[src/rtl/cond_exec_sequencer_if.sv]
// Handshake and status bundle between the instruction register / ALU side and
// the conditional-execution sequencer.
interface cond_exec_sequencer_if;
  logic       ir_valid;
  logic [3:0] ir_cond;
  logic       ir_sets_flags;
  logic       ir_ready;
  logic       alu_flags_valid;
  logic [3:0] alu_flags;
  logic       exec_go;
  logic       exec_squash;
  logic [3:0] flags;
  logic       flags_pending;
  logic       err_timeout;

  modport master (
    output ir_valid, ir_cond, ir_sets_flags, alu_flags_valid, alu_flags,
    input  ir_ready, exec_go, exec_squash, flags, flags_pending, err_timeout
  );

  modport slave (
    input  ir_valid, ir_cond, ir_sets_flags, alu_flags_valid, alu_flags,
    output ir_ready, exec_go, exec_squash, flags, flags_pending, err_timeout
  );
endinterface

[src/rtl/cond_exec_sequencer.sv]
// Conditional-execution sequencer: owns the NZCV register, stalls on in-flight
// flag writers and issues a one-cycle GO or SQUASH per accepted instruction.
module cond_exec_sequencer #(
  parameter int unsigned TIMEOUT = 15,
  parameter int unsigned CNT_W   = 8
) (
  input  logic                   clk,
  input  logic                   reset_n,
  cond_exec_sequencer_if.slave   bus
);

  typedef enum logic [1:0] {
    IDLE,
    WAIT,
    EVAL,
    SQUASH_TO
  } state_t;

  state_t           state;
  logic [3:0]       cond_q;
  logic             sf_q;
  logic [CNT_W-1:0] cnt;
  logic [3:0]       flags_q;
  logic             pending_q;
  logic             err_q;
  logic             go_q;
  logic             squash_q;

  logic             accept;
  logic             flag_update;
  logic [3:0]       flags_next;
  logic [3:0]       eval_cond;
  logic             eval_pass;
  logic             timeout_hit;

  function automatic logic cond_pass(input logic [3:0] cond, input logic [3:0] nzcv);
    logic n, z, c, v;
    logic pass;
    n = nzcv[3];
    z = nzcv[2];
    c = nzcv[1];
    v = nzcv[0];
    case (cond)
      4'h0:    pass = z;
      4'h1:    pass = !z;
      4'h2:    pass = c;
      4'h3:    pass = !c;
      4'h4:    pass = n;
      4'h5:    pass = !n;
      4'h6:    pass = v;
      4'h7:    pass = !v;
      4'h8:    pass = c && !z;
      4'h9:    pass = !c || z;
      4'hA:    pass = (n == v);
      4'hB:    pass = (n != v);
      4'hC:    pass = !z && (n == v);
      4'hD:    pass = z || (n != v);
      4'hE:    pass = 1'b1;
      default: pass = 1'b0;
    endcase
    return pass;
  endfunction

  // The condition is evaluated on the edge that enters EVAL, against the flags
  // that edge will write, so a same-edge ALU update is seen by the instruction.
  always_comb begin
    accept      = bus.ir_valid && (state == IDLE);
    flag_update = bus.alu_flags_valid && pending_q;
    flags_next  = flag_update ? bus.alu_flags : flags_q;
    eval_cond   = (state == IDLE) ? bus.ir_cond : cond_q;
    eval_pass   = cond_pass(eval_cond, flags_next);
    timeout_hit = (cnt == CNT_W'(TIMEOUT - 1));
  end

  // NOTE: all state here uses non-blocking assignments; several branches may
  // assign pending_q on one edge and the last assignment in program order wins.
  always_ff @(posedge clk or negedge reset_n) begin
    if (!reset_n) begin
      state     <= IDLE;
      cond_q    <= '0;
      sf_q      <= 1'b0;
      cnt       <= '0;
      flags_q   <= '0;
      pending_q <= 1'b0;
      err_q     <= 1'b0;
      go_q      <= 1'b0;
      squash_q  <= 1'b0;
    end else begin
      go_q     <= 1'b0;
      squash_q <= 1'b0;

      if (flag_update) begin
        flags_q   <= bus.alu_flags;
        pending_q <= 1'b0;
      end

      case (state)
        IDLE: begin
          if (accept) begin
            cond_q <= bus.ir_cond;
            sf_q   <= bus.ir_sets_flags;
            if (!pending_q || bus.alu_flags_valid) begin
              state    <= EVAL;
              go_q     <= eval_pass;
              squash_q <= !eval_pass;
            end else begin
              state <= WAIT;
            end
          end
        end

        WAIT: begin
          cnt <= cnt + CNT_W'(1);
          if (bus.alu_flags_valid) begin
            state    <= EVAL;
            go_q     <= eval_pass;
            squash_q <= !eval_pass;
          end else if (timeout_hit) begin
            state     <= SQUASH_TO;
            squash_q  <= 1'b1;
            err_q     <= 1'b1;
            pending_q <= 1'b0;
          end
        end

        EVAL: begin
          // go_q holds this instruction's pass result for the whole EVAL cycle.
          if (go_q && sf_q) begin
            pending_q <= 1'b1;
          end
          cnt   <= '0;
          state <= IDLE;
        end

        SQUASH_TO: begin
          cnt   <= '0;
          state <= IDLE;
        end

        default: state <= IDLE;
      endcase
    end
  end

  assign bus.ir_ready      = (state == IDLE);
  assign bus.exec_go       = go_q;
  assign bus.exec_squash   = squash_q;
  assign bus.flags         = flags_q;
  assign bus.flags_pending = pending_q;
  assign bus.err_timeout   = err_q;

endmodule

[src/flat_wrapper.sv]
// flat-port wrapper written by rule: the top's interface ports become plain ports
module cond_exec_sequencer_flat 
#(
  parameter int unsigned TIMEOUT = 15,
  parameter int unsigned CNT_W   = 8
)
  (clk, reset_n, bus_ir_valid, bus_ir_cond, bus_ir_sets_flags, bus_alu_flags_valid, bus_alu_flags, bus_ir_ready, bus_exec_go, bus_exec_squash, bus_flags, bus_flags_pending, bus_err_timeout);
  cond_exec_sequencer_if bus_i ();
  input  logic clk;
  input  logic reset_n;
  input wire logic [$bits(bus_i.ir_valid)-1:0] bus_ir_valid;
  input wire logic [$bits(bus_i.ir_cond)-1:0] bus_ir_cond;
  input wire logic [$bits(bus_i.ir_sets_flags)-1:0] bus_ir_sets_flags;
  input wire logic [$bits(bus_i.alu_flags_valid)-1:0] bus_alu_flags_valid;
  input wire logic [$bits(bus_i.alu_flags)-1:0] bus_alu_flags;
  output wire logic [$bits(bus_i.ir_ready)-1:0] bus_ir_ready;
  output wire logic [$bits(bus_i.exec_go)-1:0] bus_exec_go;
  output wire logic [$bits(bus_i.exec_squash)-1:0] bus_exec_squash;
  output wire logic [$bits(bus_i.flags)-1:0] bus_flags;
  output wire logic [$bits(bus_i.flags_pending)-1:0] bus_flags_pending;
  output wire logic [$bits(bus_i.err_timeout)-1:0] bus_err_timeout;
  assign bus_i.ir_valid = bus_ir_valid;
  assign bus_i.ir_cond = bus_ir_cond;
  assign bus_i.ir_sets_flags = bus_ir_sets_flags;
  assign bus_i.alu_flags_valid = bus_alu_flags_valid;
  assign bus_i.alu_flags = bus_alu_flags;
  assign bus_ir_ready = bus_i.ir_ready;
  assign bus_exec_go = bus_i.exec_go;
  assign bus_exec_squash = bus_i.exec_squash;
  assign bus_flags = bus_i.flags;
  assign bus_flags_pending = bus_i.flags_pending;
  assign bus_err_timeout = bus_i.err_timeout;
  cond_exec_sequencer #(.TIMEOUT(TIMEOUT), .CNT_W(CNT_W)) u_core (.clk(clk), .reset_n(reset_n), .bus(bus_i));
endmodule
[config.mk]
export PLATFORM = sky130hd
export DESIGN_NAME = cond_exec_sequencer_flat
export DESIGN_NICKNAME = d
export VERILOG_FILES = /design/src/rtl/cond_exec_sequencer_if.sv /design/src/rtl/cond_exec_sequencer.sv /design/src/flat_wrapper.sv
export SDC_FILE = /design/constraint.sdc
export NUM_CORES = 1
export LEC_CHECK = 0
export CORE_MARGIN = 4
export CORE_UTILIZATION = 55
export CTS_BUF_LIST = sky130_fd_sc_hd__clkbuf_8
export DETAILED_ROUTE_END_ITERATION = 7
export GPL_ROUTABILITY_DRIVEN = 0
export HOLD_SLACK_MARGIN = 0.02
export PLACE_DENSITY = 0.81
export SYNTH_ARGS = -nofsm -noshare
export SYNTH_HDL_FRONTEND = slang
export SYNTH_SLANG_ARGS = --single-unit
[constraint.sdc]
create_clock -name clk -period 3.19 [get_ports clk]
set_input_delay 0.319 -clock clk [delete_from_list [all_inputs] [get_ports clk]]
set_output_delay 0.319 -clock clk [all_outputs]
set_load 0.005 [all_outputs]
==> qor.txt <==
====================================================================================================
Outcome                                                                                 finished clean
Commonest cells in the synthesized netlist                                              dfrtp_1, nor2_1, nand3_1, mux2_2
Total CTS buffers                                                                                  3
CP Cell Sequence                                                                        inv_1 > ha_1 > mux2i_1 > mux4_2 > and4_4 > a311o_1 > a311oi_2 > a21bo_1 > o21ai_2
H-tree depth                                                                                       1
Flip-flop and latch count after synthesis                                                         23
Number of core rows                                                                               18
Post-synthesis async set-or-reset flop share                                                    1.00
Total clock sinks                                                                                 23
Final number of hold-violating endpoints                                                           0
Number of setup buffers added after CTS                                                            0
Synth Cell Area                                                                           1400 sq um
Buffers plus inverters on the worst setup path                                                     1
Count of placed standard cells including taps                                                    179
Area share of the leading cell type in the synthesized netlist                                 0.410
Share of the clock period used by the worst path                                               0.885
Buffer cell driving the clock tree root                                                     clkbuf_8
Average instance area after synthesis                                                     10.9 sq um
Clock latency reported for the late side of the worst-skew pair                              0.26 ns
Least-Margin Pin Slew                                                                        1.03 ns
Kind of capture point of the worst setup path                                                   flop
Hold Path Depth                                                                                    1
Total routing resource utilization after global routing                                        0.190
Fraction of layout cells with a size suffix above 1                                            0.157
Die Footprint                                                                             3420 sq um
DP Wirelength                                                                                2.17 mm
Endpoint of the worst hold path                                                         u_core.bus.err_timeout
Top Family by Delay on Critical Path                                                    multiplexers
Shortest period the worst path allows                                                        2.82 ns
First-pass GRT wire length                                                                   4.93 mm
Max IR drop VDD                                                                           0.000543 V
Number of nets in the final layout                                                               173
Cell with the most instances after synthesis                                                 dfrtp_1
Maximum clock skew at final layout                                                        0.00313 ns
Antenna violation net count after detailed routing                                                 0
Setup slack on the worst flop-to-flop path                                                   0.37 ns
Hold WC Path Type                                                                       flop to flop
I/O pin cnt                                                                                       22
Clock Tree Buf Depth                                                                               2
Initial antenna violation count                                                                    0
Peak clock frequency supported by timing                                                     354 MHz
Count of synthesis-stage warnings from yosys                                                       0
Hold path startpoint                                                                    u_core.bus.err_timeout
XOR/XNOR share of the synthesized area                                                        0.0500
Total vias in the final route                                                                   1062
Destination of the worst register-to-register timing path                               u_core.bus.exec_squash
Die span in x                                                                                58.5 um
Number of buffers inserted by hold repair at cts                                                   0
Setup TNS                                                                                       0 ns
Post-synth top area cell                                                                     dfrtp_1
Net count after synthesis                                                                        148
Crit path required time                                                                      3.38 ns
GR Overflow Total                                                                                  0
P_leak                                                                                      0.772 nW
Largest net degree at the start of global routing                                                 24
Delay contributed by the slowest stage of the critical path                                  0.57 ns
Clock-pin slew reported for the worst setup and hold paths after clock tree synthesis        0.08 ns
Arr. time, crit path                                                                         3.02 ns
Worst-path fanout max                                                                              5
TritonCTS clock tree                                                                           built
Class of the most critical setup path                                                   flop to flop
Number of cells traversed by the worst register-to-register path                                   9
Uppermost routed layer                                                                          met4
Worst-path cell with the longest stage delay                                                  mux4_2
Overall power of the completed layout                                                        1.35 mW
Routed length on met1                                                                        1.26 mm
Main combinational cell family by area after synthesis                                  multiplexers
Count of TritonRoute iterations in the first routing pass                                          4
Count of maximum capacitance violations                                                            0
Via count of the first global-routing pass                                                      1072
Start of the worst register-to-register path                                            u_core.state[0]
Routed length on met2                                                                        1.38 mm
Port-buffer cells                                                                                 21
Routed WL per cell                                                                           15.4 um
Vias per cell                                                                                   5.80
Unique masters post-synth                                                                         39
# diodes                                                                                           0
Biggest area contributors in the synthesized netlist                                    dfrtp_1, mux2_2, ha_1
Kind of launch point of the worst setup path                                                    flop
Basic-gate share of the synthesized area counting and, or, nand and nor cells                  0.152
Number of cells upsized or downsized after cts                                                     0
Final Instance Count excl. Fillers                                                               183
Drt drc                                                                                            0
Unrepaired setup endpoints after global routing                                                   no
Ys flop type                                                                                 dfrtp_1
Setup ws final                                                                              0.367 ns
Number of endpoints failing setup at the final stage                                               0
Met3 Routed Length                                                                            125 um
Initial Util                                                                                   0.571
Worst setup slack before clock tree synthesis                                               0.350 ns
Relative max-transition margin                                                                 0.310
Area grow syn2layout                                                                           19.8%
Adder and majority gate portion of the synthesized area                                       0.0535
Starting DRC count in detailed routing                                                            46
Die Y-Extent                                                                                 58.5 um
P per Cell Area                                                                          801 nW/um^2
Routed Wire Length                                                                           2.82 mm
Complex-gate fraction of the synthesized area                                                  0.125
Cell count after synthesis                                                                       129
Slew Limit Fails                                                                                   0
Mux contribution to synthesized area                                                           0.178
Standard cell core area                                                                   2450 sq um
Layout filler cell count                                                                         192
Post-synth EDFFs                                                                                   0
Sequential-to-total area share from yosys stat                                                 0.410
====================================================================================================
sequential cells by signal (all words and copies together), names as in the netlist:
signal,flops
u_core.bus.flags,4
u_core.bus.exec_go,1
u_core.bus.exec_squash,1
u_core.bus.err_timeout,1
u_core.sf_q,1
u_core.state,2
u_core.cond_q,4
u_core.bus.flags_pending,1
u_core.cnt,8
cell type report:
type	instances	area [sq um]	area share
timing repair buffer	22	218	0.130
clock buffer	3	41.3	0.0246
multi-input combinational	98	782	0.465
tap	30	37.5	0.0223
inverter	6	22.5	0.0134
sequential	23	576	0.343
clock inverter	1	3.75	0.00223
per-layer routing:
metal / vias to the layer above / GRT usage
met5: - / 0
met4: 0 / 0.103
met3: 5 / 0.0395
met2: 25 / 0.292
met1: 513 / 0.251
li1: 519 / -
kinds of logic (layout without fill, tap and decap cells):
family | Yosys count | after routing
AND/OR/NAND/NOR | 42 | 42
multiplexers | 19 | 19
flip-flops | 23 | 23
AO/OA/AOI/OAI | 23 | 23
adder cells (fa/ha/maj) | 6 | 6
XOR/XNOR | 8 | 8
buffers and inverters | 8 | 32
where the power goes:
part           leakage (nW)  internal (mW)  switching (mW)  total, mW
combinational         0.443          0.365           0.343      0.708
clock                0.0269         0.0860          0.0905      0.176
sequential            0.301          0.381          0.0800      0.460
total                 0.772          0.831           0.514       1.35
how the worst max path moves through the flow:
stage,start,to,slack (ns),cells after the start
5_1_grt,u_core.state[0],u_core.bus.exec_squash,0.18,9
3_5_place_dp,bus_ir_cond[2],u_core.bus.exec_squash,0.35,8
2_1_floorplan,u_core.state[0],u_core.bus.exec_squash,0.52,9
6_report,u_core.state[0],u_core.bus.exec_squash,0.37,9
3_3_place_gp,bus_ir_cond[2],u_core.bus.exec_squash,0.43,8
4_1_cts,u_core.state[0],u_core.bus.exec_squash,0.36,9
through the flow:
stage | util | cell area (sq um) | hold WS [ns]
6_report | 0.685 | 1680 | 0.512
5_1_grt | 0.685 | 1680 | 0.552
4_1_cts | 0.685 | 1680 | 0.514
3_5_place_dp | 0.666 | 1640 | 0.478
3_3_place_gp | 0.666 | 1640 | 0.485
2_1_floorplan | - | 1400 | 0.0234
cells in the final DEF, fill, tap and decap left out, types with 2 or more instances in the layout:
master / n
nor2_1: 13
dfrtp_1: 23
and3_1: 2
a21oi_1: 3
clkbuf_8: 3
inv_1: 7
xor2_1: 6
nor4_1: 2
xnor2_1: 2
clkdlybuf4s50_1: 21
a22o_1: 3
ha_1: 6
mux2i_1: 6
o21ai_0: 6
nand2_1: 6
nand3_1: 10
or2b_2: 2
mux2_2: 9
Note: power is estimated with default switching activity, not from simulation.
